==> config.mk <==
export PLATFORM = sky130hd
export DESIGN_NAME = seg7_scan_decoder_flat
export DESIGN_NICKNAME = d
export VERILOG_FILES = /design/src/rtl/seg7_scan_if.sv /design/src/rtl/seg7_scan_decoder.sv /design/src/flat_wrapper.sv
export SDC_FILE = /design/constraint.sdc
export NUM_CORES = 1
export LEC_CHECK = 0
export ABC_AREA = 0
export CAP_MARGIN = 15
export CORE_UTILIZATION = 40
export DETAILED_ROUTE_END_ITERATION = 7
export GPL_ROUTABILITY_DRIVEN = 0
export PLACE_DENSITY_LB_ADDON = 0.3
export SYNTH_ARGS = -nofsm -noshare
export SYNTH_HDL_FRONTEND = slang
export SYNTH_SLANG_ARGS = --single-unit
==> constraint.sdc <==
create_clock -name clk -period 2.6 [get_ports clk]
set_input_delay 0.52 -clock clk [delete_from_list [all_inputs] [get_ports clk]]
set_output_delay 0.52 -clock clk [all_outputs]
set_load 0.005 [all_outputs]
==> src/rtl/seg7_scan_if.sv <==
// Scanned 7-segment display bus: observed seg/an lines plus the recovered digit/frame results.
// master drives the display lines, slave is the decoder.
interface seg7_scan_if #(
  parameter int DIGITS = 4
);
  localparam int IDX_W = $clog2(DIGITS);

  logic                  en;
  logic [6:0]            seg;
  logic [DIGITS-1:0]     an;
  logic                  digit_vld;
  logic [IDX_W-1:0]      digit_idx;
  logic [3:0]            digit_val;
  logic                  digit_err;
  logic                  frame_vld;
  logic [4*DIGITS-1:0]   frame_bcd;
  logic                  frame_err;
  logic                  frame_timeout;

  modport master (
    output en, seg, an,
    input  digit_vld, digit_idx, digit_val, digit_err,
    input  frame_vld, frame_bcd, frame_err, frame_timeout
  );

  modport slave (
    input  en, seg, an,
    output digit_vld, digit_idx, digit_val, digit_err,
    output frame_vld, frame_bcd, frame_err, frame_timeout
  );
endinterface

==> src/rtl/seg7_scan_decoder.sv <==
// Recovers BCD digits and whole frames from a multiplexed 7-segment display bus.
// Define SEG7_ACTIVE_LOW_EN for common-anode displays (seg/an inverted at the sample register).
module seg7_scan_decoder #(
  parameter int DIGITS        = 4,
  parameter int STABLE_CYCLES = 4,
  parameter int TIMEOUT       = 1024
) (
  input  logic       clk,
  input  logic       rst_n,
  seg7_scan_if.slave bus
);
  localparam int IDX_W = $clog2(DIGITS);
  localparam int TMO_W = $clog2(TIMEOUT);
  localparam int SW    = DIGITS + 7;

  typedef enum logic [1:0] {
    ST_IDLE    = 2'd0,
    ST_SEARCH  = 2'd1,
    ST_COLLECT = 2'd2
  } state_t;

  // Returns {err, value}; blank maps to F, unknown patterns to E with err set.
  function automatic logic [4:0] seg_decode(input logic [6:0] s);
    logic [4:0] r;
    case (s)
      7'h7E:   r = 5'h00;
      7'h30:   r = 5'h01;
      7'h6D:   r = 5'h02;
      7'h79:   r = 5'h03;
      7'h33:   r = 5'h04;
      7'h5B:   r = 5'h05;
      7'h5F:   r = 5'h06;
      7'h70:   r = 5'h07;
      7'h7F:   r = 5'h08;
      7'h7B:   r = 5'h09;
      7'h00:   r = 5'h0F;
      default: r = 5'h1E;
    endcase
    return r;
  endfunction

  function automatic logic is_onehot(input logic [DIGITS-1:0] v);
    return (v != {DIGITS{1'b0}}) && ((v & (v - DIGITS'(1'b1))) == {DIGITS{1'b0}});
  endfunction

  function automatic logic [IDX_W-1:0] onehot_index(input logic [DIGITS-1:0] v);
    logic [IDX_W-1:0] idx;
    idx = {IDX_W{1'b0}};
    for (int i = 0; i < DIGITS; i++) begin
      if (v[i]) begin
        idx = IDX_W'(i);
      end
    end
    return idx;
  endfunction

  logic [SW-1:0]       sample_s;
  logic [SW-1:0]       s_q;
  logic [7:0]          cnt_q;
  logic [7:0]          cnt_d;
  state_t              state_q;
  logic [DIGITS-1:0]   mask_q;
  logic [DIGITS-1:0]   mask_d;
  logic                pend_q;
  logic [TMO_W-1:0]    tmo_q;
  logic [DIGITS-1:0]   an_s;
  logic [6:0]          seg_s;
  logic [4:0]          dec_s;
  logic [IDX_W-1:0]    cap_idx_s;
  logic                cap_s;
  logic                full_s;
  logic                tmo_hit_s;

  logic                digit_vld_q;
  logic [IDX_W-1:0]    digit_idx_q;
  logic [3:0]          digit_val_q;
  logic                digit_err_q;
  logic                frame_vld_q;
  logic [4*DIGITS-1:0] frame_bcd_q;
  logic                frame_err_q;
  logic                frame_timeout_q;

`ifdef SEG7_ACTIVE_LOW_EN
  assign sample_s = ~{bus.an, bus.seg};
`else
  assign sample_s = {bus.an, bus.seg};
`endif

  // Stability tracking, decode of the held sample and capture/timeout qualification.
  always_comb begin
    an_s      = s_q[SW-1:7];
    seg_s     = s_q[6:0];
    dec_s     = seg_decode(seg_s);
    cap_idx_s = onehot_index(an_s);
    mask_d    = mask_q | an_s;
    full_s    = &mask_d;
    // The first enabled edge (IDLE) starts a fresh dwell regardless of what was seen while disabled.
    if (!bus.en || (state_q == ST_IDLE)) begin
      cnt_d = 8'd0;
    end else if (sample_s != s_q) begin
      cnt_d = 8'd0;
    end else if (cnt_q == 8'hFF) begin
      cnt_d = cnt_q;
    end else begin
      cnt_d = cnt_q + 8'd1;
    end
    cap_s     = bus.en && (state_q != ST_IDLE) &&
                (cnt_q == 8'(STABLE_CYCLES - 1)) && is_onehot(an_s);
    tmo_hit_s = (state_q == ST_COLLECT) && !cap_s && (tmo_q == TMO_W'(TIMEOUT - 1));
  end

  // Sample register, frame-assembly FSM and all registered outputs.
  always_ff @(posedge clk or negedge rst_n) begin
    if (!rst_n) begin
      s_q             <= {SW{1'b0}};
      cnt_q           <= 8'd0;
      state_q         <= ST_IDLE;
      mask_q          <= {DIGITS{1'b0}};
      pend_q          <= 1'b0;
      tmo_q           <= {TMO_W{1'b0}};
      digit_vld_q     <= 1'b0;
      digit_idx_q     <= {IDX_W{1'b0}};
      digit_val_q     <= 4'd0;
      digit_err_q     <= 1'b0;
      frame_vld_q     <= 1'b0;
      frame_bcd_q     <= {(4*DIGITS){1'b0}};
      frame_err_q     <= 1'b0;
      frame_timeout_q <= 1'b0;
    end else begin
      s_q             <= sample_s;
      cnt_q           <= cnt_d;
      digit_vld_q     <= 1'b0;
      frame_vld_q     <= 1'b0;
      frame_timeout_q <= 1'b0;

      if (cap_s) begin
        digit_vld_q <= 1'b1;
        digit_idx_q <= cap_idx_s;
        digit_val_q <= dec_s[3:0];
        digit_err_q <= dec_s[4];
      end
      for (int i = 0; i < DIGITS; i++) begin
        if (cap_s && (cap_idx_s == IDX_W'(i))) begin
          frame_bcd_q[4*i +: 4] <= dec_s[3:0];
        end
      end

      if (!bus.en) begin
        state_q <= ST_IDLE;
        mask_q  <= {DIGITS{1'b0}};
        pend_q  <= 1'b0;
        tmo_q   <= {TMO_W{1'b0}};
      end else begin
        case (state_q)
          ST_IDLE: begin
            state_q <= ST_SEARCH;
            mask_q  <= {DIGITS{1'b0}};
            pend_q  <= 1'b0;
            tmo_q   <= {TMO_W{1'b0}};
          end
          ST_SEARCH: begin
            if (cap_s) begin
              mask_q  <= an_s;
              pend_q  <= dec_s[4];
              tmo_q   <= {TMO_W{1'b0}};
              state_q <= ST_COLLECT;
            end
          end
          ST_COLLECT: begin
            if (cap_s) begin
              tmo_q <= {TMO_W{1'b0}};
              if (full_s) begin
                frame_vld_q <= 1'b1;
                frame_err_q <= pend_q | dec_s[4];
                mask_q      <= {DIGITS{1'b0}};
                pend_q      <= 1'b0;
                state_q     <= ST_SEARCH;
              end else begin
                mask_q <= mask_d;
                pend_q <= pend_q | dec_s[4];
              end
            end else if (tmo_hit_s) begin
              frame_timeout_q <= 1'b1;
              mask_q          <= {DIGITS{1'b0}};
              pend_q          <= 1'b0;
              tmo_q           <= {TMO_W{1'b0}};
              state_q         <= ST_SEARCH;
            end else begin
              tmo_q <= tmo_q + TMO_W'(1);
            end
          end
          default: begin
            state_q <= ST_IDLE;
            mask_q  <= {DIGITS{1'b0}};
            pend_q  <= 1'b0;
            tmo_q   <= {TMO_W{1'b0}};
          end
        endcase
      end
    end
  end

  assign bus.digit_vld     = digit_vld_q;
  assign bus.digit_idx     = digit_idx_q;
  assign bus.digit_val     = digit_val_q;
  assign bus.digit_err     = digit_err_q;
  assign bus.frame_vld     = frame_vld_q;
  assign bus.frame_bcd     = frame_bcd_q;
  assign bus.frame_err     = frame_err_q;
  assign bus.frame_timeout = frame_timeout_q;
endmodule
==> src/flat_wrapper.sv <==
// flat-port wrapper written by rule: the top's interface ports become plain ports
module seg7_scan_decoder_flat 
#(
  parameter int DIGITS        = 4,
  parameter int STABLE_CYCLES = 4,
  parameter int TIMEOUT       = 1024
)
  (clk, rst_n, bus_en, bus_seg, bus_an, bus_digit_vld, bus_digit_idx, bus_digit_val, bus_digit_err, bus_frame_vld, bus_frame_bcd, bus_frame_err, bus_frame_timeout);
  seg7_scan_if #(.DIGITS(DIGITS)) bus_i ();
  input  logic clk;
  input  logic rst_n;
  input wire logic [$bits(bus_i.en)-1:0] bus_en;
  input wire logic [$bits(bus_i.seg)-1:0] bus_seg;
  input wire logic [$bits(bus_i.an)-1:0] bus_an;
  output wire logic [$bits(bus_i.digit_vld)-1:0] bus_digit_vld;
  output wire logic [$bits(bus_i.digit_idx)-1:0] bus_digit_idx;
  output wire logic [$bits(bus_i.digit_val)-1:0] bus_digit_val;
  output wire logic [$bits(bus_i.digit_err)-1:0] bus_digit_err;
  output wire logic [$bits(bus_i.frame_vld)-1:0] bus_frame_vld;
  output wire logic [$bits(bus_i.frame_bcd)-1:0] bus_frame_bcd;
  output wire logic [$bits(bus_i.frame_err)-1:0] bus_frame_err;
  output wire logic [$bits(bus_i.frame_timeout)-1:0] bus_frame_timeout;
  assign bus_i.en = bus_en;
  assign bus_i.seg = bus_seg;
  assign bus_i.an = bus_an;
  assign bus_digit_vld = bus_i.digit_vld;
  assign bus_digit_idx = bus_i.digit_idx;
  assign bus_digit_val = bus_i.digit_val;
  assign bus_digit_err = bus_i.digit_err;
  assign bus_frame_vld = bus_i.frame_vld;
  assign bus_frame_bcd = bus_i.frame_bcd;
  assign bus_frame_err = bus_i.frame_err;
  assign bus_frame_timeout = bus_i.frame_timeout;
  seg7_scan_decoder #(.DIGITS(DIGITS), .STABLE_CYCLES(STABLE_CYCLES), .TIMEOUT(TIMEOUT)) u_core (.clk(clk), .rst_n(rst_n), .bus(bus_i));
endmodule
Word level (Yosys, flattened, before mapping). Cells that the tools add are included.

Memories: 0. RAM bits: 0. Register bits after elaboration: 63. Output and inout bits: 27. Memory bits (read-only): 0. Word-level logic and storage cells: 108. Bits of input ports: 14. Latch bits: 0.

Shift-type cells: 0. Divide/modulo/power cells: 0. Add/sub/neg operators: 3. Reductions and logical operators: 23. Eq/ne operators: 23. Magnitude comparators: 0. Multipliers: 0. Bitwise operators: 3. Muxes and demuxes: 39.

Operator list (number): $eq 7x7->1 const B (8); $pmux 5 s11 (1); $mux 10 (4); $mux 8 (3); $mux 4 (5); $pmux 10 s2 (1); $mux 1 (15); $eq 7x6->1 const B (2); $mux 2 (7); $ne 11x11->1 (1); $add 10x1->10 const B (1); $eq 10x10->1 const B (1); $logic_and 1x1->1 (10); $add 8x1->8 const B (1); $eq 8x2->1 const B (1); $eq 8x8->1 const B (1); $pmux 4 s2 (1); $logic_not 7->1 (1); $reduce_and 7->1 (1); $eq 2x2->1 const B (3); $pmux 2 s3 (1); $and 4x4->4 (1); $eq 2x1->1 const B (2); $logic_not 2->1 (2); 16 further kinds (17).

Longest topological paths before layout. Gate-level depths: netlist (run 1).

Depth after elaboration: 12. Depth in mapped cells: 8. Depth with buffers taken out: 8.

Worst setup path before layout (run 1). No wires, ideal clock.

Path kind: flip-flop to flip-flop. Start point: reg u_core.state_q[0]. End point: reg u_core.tmo_q[7]. Period minus slack after synthesis: 2.103 ns. Path slack: 0.497 ns. Cell stages (with the launch flop): 8. Setup time: 0.081 ns. Data arrival time: 2.022 ns. Path buffers: 0. Required time: 2.519 ns. Cells stage by stage: dfrtp_1 inv_1 ha_1 nand2b_1 a221o_1 o311a_1 or4_1 a21oi_1.

Longest elaborated chain between the ends: 11. Elaborated cells between the ends (all ways): 14. Those cells by class: eq/ne: 3; mux: 4; reduce/logical: 7.

Ends and longest elaborated chain: start: declaration (RTL line seg7_scan_decoder.sv:61) `state_t state_q;`; start signal: assignment (RTL line seg7_scan_decoder.sv:117) `state_q <= ST_IDLE;`; start signal: assignment (RTL line seg7_scan_decoder.sv:149) `state_q <= ST_IDLE;`; start signal: assignment (RTL line seg7_scan_decoder.sv:156) `state_q <= ST_SEARCH;`; $reduce_bool 2->1 (RTL line seg7_scan_decoder.sv:107) `cap_s = bus.en && (state_q != ST_IDLE) &&`; $logic_and 1x1->1 (2 in a row) (RTL line seg7_scan_decoder.sv:107); $logic_and 1x1->1 (RTL line seg7_scan_decoder.sv:108) `(cnt_q == 8'(STABLE_CYCLES - 1)) && is_onehot(an_s);`; $logic_not 1->1 (RTL line seg7_scan_decoder.sv:109) `tmo_hit_s = (state_q == ST_COLLECT) && !cap_s && (tmo_q == TMO_W'(TIMEOUT - 1));`; $logic_and 1x1->1 (2 in a row) (RTL line seg7_scan_decoder.sv:109); $mux 10 (RTL line seg7_scan_decoder.sv:182) `end else if (tmo_hit_s) begin`; $mux 10 (RTL line seg7_scan_decoder.sv:170) `if (cap_s) begin`; $pmux 10 s2 (RTL line seg7_scan_decoder.sv:154) `case (state_q)`; $mux 10 (RTL line seg7_scan_decoder.sv:148) `if (!bus.en) begin`; end signal: assignment (RTL line seg7_scan_decoder.sv:152) `tmo_q <= {TMO_W{1'b0}};`; end signal: assignment (RTL line seg7_scan_decoder.sv:171) `tmo_q <= {TMO_W{1'b0}};`; end signal: assignment (RTL line seg7_scan_decoder.sv:186) `tmo_q <= {TMO_W{1'b0}};`; end: declaration (RTL line seg7_scan_decoder.sv:65) `logic [TMO_W-1:0] tmo_q;`.

Parallel ways exist; a longest one is shown, timed or not. A chain may end at the register's enable or synchronous reset.

Worst setup path after layout (run 1). Same ends and word-level chain as after synthesis.

==> results.json, run 1 <==
{
  "io_pins": 41,
  "tns_ns": 0,
  "htree_levels": 3,
  "die_x_um": 89.5,
  "ys_seq_area_frac": 0.515,
  "finalMaxSlewViolations": 0,
  "cts.clk_slew.worst_paths_ns": 0.08,
  "synthFlopType": "dfrtp_1",
  "start_util": 0.417,
  "coreArea_um2": 7330,
  "cts_resized": 0,
  "synth-edff-count": 0,
  "ys_ff_latch": 63,
  "yosysUniqueCellTypes": 53,
  "grt_max_degree": 24,
  "cts_tree": "yes",
  "powerDensity_nw_per_um2": 587,
  "yosys_warnings": 0,
  "num_antenna_cells": 0,
  "postCtsHoldBufs": 0,
  "fin_cells": 443,
  "syn_nets": 309,
  "path_max_fanout": 6,
  "ff_latch_area_um2": 1580,
  "ys_top_cells_by_count": "63 x dfrtp_1, 24 x nand2_1, 24 x nor2_1, 15 x mux2_2",
  "worstHoldPathType": "input port to async pin",
  "cts_buffer_depth": 2,
  "peakVddDrop_v": 0.000272,
  "firstDrtPassIters": 4,
  "maxCapViolations": 0,
  "arrival_ns": 2.54,
  "p_leak_nw": 1.68,
  "yosysMostFrequentCell": "dfrtp_1",
  "wl_mm": 6.60,
  "syn_area_per_cell_um2": 10.6,
  "rows": 31,
  "grt_pass1_vias": 2239,
  "dp_hpwl_mm": 4.62,
  "vias_per_cell": 5.21,
  "synth_area_leader_cell": "dfrtp_1",
  "cp_cell_sequence": "inv_1 > ha_1 > nand2b_1 > a221o_1 > o311a_1 > or4_1 > a21oi_1",
  "drc_errors": 0,
  "clock-sinks": 63,
  "period_minus_slack_ns": 2.27,
  "skew_ns": 0.0103,
  "synth_top_area_share": 0.515,
  "fmax_mhz": 440,
  "gr-usage-all-layers": 0.187,
  "hold_ws_ns": 0.128,
  "nNetsFinal": 359,
  "grt_pass1_wl_mm": 11.1,
  "rr_worst_depth": 7,
  "startpoint_type": "flip-flop",
  "insertion_delay_ns": 0.35,
  "criticalPathCategory": "flip-flop to flip-flop",
  "syn_area_um2": 3060,
  "fillers": 664,
  "numPortBuffers": 40,
  "cts_buffers": 9,
  "status": "finished clean",
  "die_area_um2": 8000,
  "clockRootBuffer": "clkbuf_8",
  "finalPower_mw": 2.23,
  "relSlewSlack": 0.660,
  "required_ns": 2.87,
  "netlist_instances": 289,
  "cts_setup_buffers": 0,
  "ys_top_cells_by_area": "dfrtp_1 52%, mux2_2 5.5%, xor2_1 4.0%",
  "critPathCaptureType": "flip-flop",
  "dp.cells": 427,
  "period_share": 0.875,
  "r2r_slack_ns": 0.33,
  "slowest_delay_ns": 0.48,
  "antenna_left": 0,
  "overflow": 0,
  "synthArstFlopShare": 1.00,
  "areaGrowthSynthToFinish_pct": 24.4,
  "worstMarginPinSlew_ns": 0.506,
  "reg2reg_to": "u_core.tmo_q[7]",
  "setup_violations": 0,
  "wl_per_cell_um": 14.9,
  "r2r-start": "u_core.state_q[0]",
  "layout-drive-gt1-share": 0.145,
  "drt_iter0_markers": 128,
  "slowest_stage": "or4_1",
  "hold_violations": 0,
  "antenna_found_initial": 0,
  "num_vias": 2309,
  "multi_input_area_um2": 1390,
  "die_h_um": 89.5,
  "rsz0062_at_grt": "no"
}
==> flip-flops by register name, summed over array words and instances (netlist names) <==
name and count:
u_core.bus.frame_bcd 16, u_core.s_q 11, u_core.tmo_q 10, u_core.cnt_q 8
u_core.bus.digit_val 4, u_core.mask_q 4, u_core.bus.digit_idx 2, u_core.state_q 2
u_core.bus.digit_err 1, u_core.bus.digit_vld 1, u_core.bus.frame_err 1, u_core.bus.frame_timeout 1
u_core.bus.frame_vld 1, u_core.pend_q 1
==> worst max-delay path by stage <==
stage          cells past startpoint              start  slack [ns]                       to
3_3_place_gp                       6             bus_en        0.11          u_core.tmo_q[9]
5_1_grt                            7  u_core.state_q[0]        0.03  u_core.bus.frame_bcd[8]
2_1_floorplan                      7  u_core.state_q[0]        0.50          u_core.tmo_q[7]
4_1_cts                            7  u_core.state_q[0]        0.30          u_core.tmo_q[7]
6_report                           7  u_core.state_q[0]        0.33          u_core.tmo_q[7]
3_5_place_dp                       6             bus_en        0.05          u_core.tmo_q[7]
==> cell usage in the layout (no fill, tap or decap), types with 7 or more instances in the layout <==
| cell | Yosys | final |
|---|---|---|
| o21ai_1 | 9 | 9 |
| clkbuf_8 | 0 | 9 |
| nand2_1 | 24 | 24 |
| inv_1 | 11 | 11 |
| a21oi_1 | 9 | 9 |
| mux2_2 | 15 | 15 |
| buf_4 | 0 | 10 |
| xor2_1 | 14 | 14 |
| nand3_1 | 14 | 14 |
| and3_1 | 7 | 7 |
| dfrtp_1 | 63 | 63 |
| clkdlybuf4s50_1 | 0 | 39 |
| nor2_1 | 24 | 24 |
==> final cells by class <==
cell class	count	share of cell area
flip-flops and latches	63	0.414
multi-input cells	203	0.366
repair buffers	50	0.124
clock buffers	9	0.0326
well taps	99	0.0326
clock inverters	7	0.0194
inverters	12	0.0118
==> worst max-delay path: cells and delay by family (launching register included) <==
kind,cells,cell delay [ns]
compound gates,3,0.84
fa+ha+maj,1,0.21
flops,1,0.40
simple gates,2,0.66
buf+inv,1,0.08
==> logic make-up (layout without fill, tap and decap cells) <==
kind of cell,Yosys count,in the layout,share of synthesized area
AO/OA/AOI/OAI,48,48,0.105
XOR/XNOR,19,19,0.0544
adder cells (fa/ha/maj),6,6,0.0245
buffers and inverters,23,78,0.0319
flip-flops,63,63,0.515
multiplexers,26,26,0.0937
AND/OR/NAND/NOR,104,104,0.175
==> per-stage QoR <==
step	util	setup WS, ns	area, µm²
finish	0.519	0.326	3800
global route	0.519	0.0318	3800
CTS	0.518	0.303	3800
detailed placement	0.491	0.0484	3600
global placement	0.491	0.107	3600
floorplan	-	0.497	3060
==> routing by layer <==
metal  wire, µm  global-route usage  share of wire
met1       3370               0.274           0.51
met2       2780               0.266           0.42
met3        313              0.0360          0.047
met4        141              0.0851          0.021
met5          0                   0              0
==> power by group <==
| part | internal (mW) | leakage (nW) | total [mW] | switching [mW] |
|---|---|---|---|---|
| registers | 1.00 | 0.853 | 1.04 | 0.0363 |
| clock network | 0.443 | 0.0992 | 0.855 | 0.412 |
| logic | 0.139 | 0.729 | 0.340 | 0.201 |
No activity file was read; power rests on OpenSTA's default activity.
==> run 2, diff against run 1 <==
--- a/config.mk
+++ b/config.mk
@@ -7,6 +7,7 @@
 export LEC_CHECK = 0
 export ABC_AREA = 0
 export CAP_MARGIN = 15
+export CORE_ASPECT_RATIO = 0.7
 export CORE_UTILIZATION = 40
 export DETAILED_ROUTE_END_ITERATION = 7
 export GPL_ROUTABILITY_DRIVEN = 0
==> results.json, run 2 (same netlist as run 1, synthesis figures left out) <==
{
  "relSlewSlack": 0.618,
  "finalMaxSlewViolations": 0,
  "clockRootBuffer": "clkbuf_8",
  "antenna_left": 0,
  "nNetsFinal": 357,
  "drt_iter0_markers": 126,
  "numPortBuffers": 40,
  "status": "finished clean",
  "largest_register_ff_count": 16,
  "powerDensity_nw_per_um2": 588,
  "mostFrequentLayoutCells": "63 x dfrtp_1, 39 x clkdlybuf4s50_1, 24 x nor2_1, 24 x nand2_1, 15 x mux2_2",
  "p_leak_nw": 1.67,
  "dp_hpwl_mm": 4.75,
  "io_pins": 41,
  "coreArea_um2": 7350,
  "rows": 26,
  "worstMarginPinSlew_ns": 0.574,
  "period_minus_slack_ns": 2.36,
  "grt_max_degree": 40,
  "worstHoldPathType": "input port to async pin",
  "grt_pass1_vias": 2205,
  "r2r-start": "u_core.cnt_q[0]",
  "cts_tree": "yes",
  "rsz0062_at_grt": "no",
  "insertion_delay_ns": 0.34,
  "fin_ws_ns": 0.238,
  "num_antenna_cells": 0,
  "overflow": 0,
  "drc_errors": 0,
  "peakVddDrop_v": 0.000289,
  "die_area_um2": 8010,
  "tns_ns": 0,
  "final_common_cell": "dfrtp_1",
  "cts_buffer_depth": 2,
  "cts_buffers": 9,
  "cts_resized": 0,
  "cts.clk_slew.worst_paths_ns": 0.07,
  "cts_setup_buffers": 0,
  "dp_slack_ns": 0.0483,
  "wl_mm": 6.72,
  "start_util": 0.416,
  "period_share": 0.908,
  "r2r_slack_ns": 0.24,
  "rr_worst_depth": 7,
  "arrival_ns": 2.58,
  "wl_per_cell_um": 15.3,
  "hold_violations": 0,
  "die_h_um": 75.2,
  "num_vias": 2287,
  "skew_ns": 0.0103,
  "reg2reg_to": "u_core.bus.frame_bcd[11]",
  "path_max_fanout": 8,
  "maxCapViolations": 0,
  "areaGrowthSynthToFinish_pct": 24.0,
  "firstDrtPassIters": 4,
  "vias_per_cell": 5.21,
  "fmax_mhz": 423,
  "startpoint_type": "flip-flop",
  "setup_violations": 0,
  "criticalPathCategory": "flip-flop to flip-flop",
  "postCtsHoldBufs": 0,
  "die_x_um": 107,
  "required_ns": 2.82,
  "layout-drive-gt1-share": 0.132,
  "htree_levels": 3,
  "fillers": 711,
  "grt_pass1_wl_mm": 11.1,
  "antenna_found_initial": 0,
  "hold_ws_ns": 0.175,
  "critPathCaptureType": "flip-flop",
  "gr-usage-all-layers": 0.185,
  "clock-sinks": 63
}
[run 2: changes by cell type in the layout (fill, tap and decap cells not counted), sizes merged]
cell,delta
buf,-2
clkbuf,+3
clkinv,-4
[run 2: report_power, final]
group / total (mW) / leakage (nW) / switching [mW] / internal [mW]
sequential: 1.04 / 0.853 / 0.0370 / 1.00
combinational: 0.328 / 0.722 / 0.194 / 0.134
clock: 0.863 / 0.0985 / 0.374 / 0.489
[run 2: metrics by stage]
step / cell area, µm² / util / std cells / power (mW)
floorplan: 3060 / - / 289 / 1.27
global placement: 3600 / 0.489 / 424 / 1.39
detailed placement: 3600 / 0.489 / 424 / 1.39
CTS: 3790 / 0.516 / 439 / 2.26
global route: 3790 / 0.516 / 439 / 2.35
finish: 3790 / 0.516 / 439 / 2.23
[run 2: critical path, cell delays in order, from the launching register on]
cell and delay [ns]:
dfrtp_1 0.39, ha_1 0.24, nor4b_1 0.34, and2_1 0.27
nand3_1 0.13, buf_4 0.20, nor3_2 0.29, mux2_2 0.39
[run 2: worst max path at each step]
stage | slack (ns) | to | cells past startpoint | start
after floorplan | 0.50 | u_core.tmo_q[7] | 7 | u_core.state_q[0]
after global placement | 0.10 | u_core.tmo_q[7] | 6 | bus_en
after detailed placement | 0.05 | u_core.bus.frame_bcd[10] | 7 | bus_en
after CTS | 0.26 | u_core.bus.frame_bcd[11] | 7 | u_core.cnt_q[0]
after global routing | 0.1 | u_core.bus.frame_bcd[11] | 7 | u_core.cnt_q[0]
final | 0.24 | u_core.bus.frame_bcd[11] | 7 | u_core.cnt_q[0]
[run 2: layout make-up]
class                      instances  area (µm²)  area share
sequential                        63        1580       0.415
multi-input combinational        203        1390       0.365
inverter                          12        45.0      0.0119
tap                               98         123      0.0323
timing repair buffer              48         468       0.123
clock inverter                     3        42.5      0.0112
clock buffer                      12         155      0.0409
[run 2: per-layer routing]
layer / routed length (µm) / track usage / up-vias
met4: 136 / 0.0807 / 0
met3: 358 / 0.0545 / 10
met2: 2670 / 0.254 / 56
met5: 0 / 0 / -
met1: 3550 / 0.271 / 1097
li1: - / - / 1124
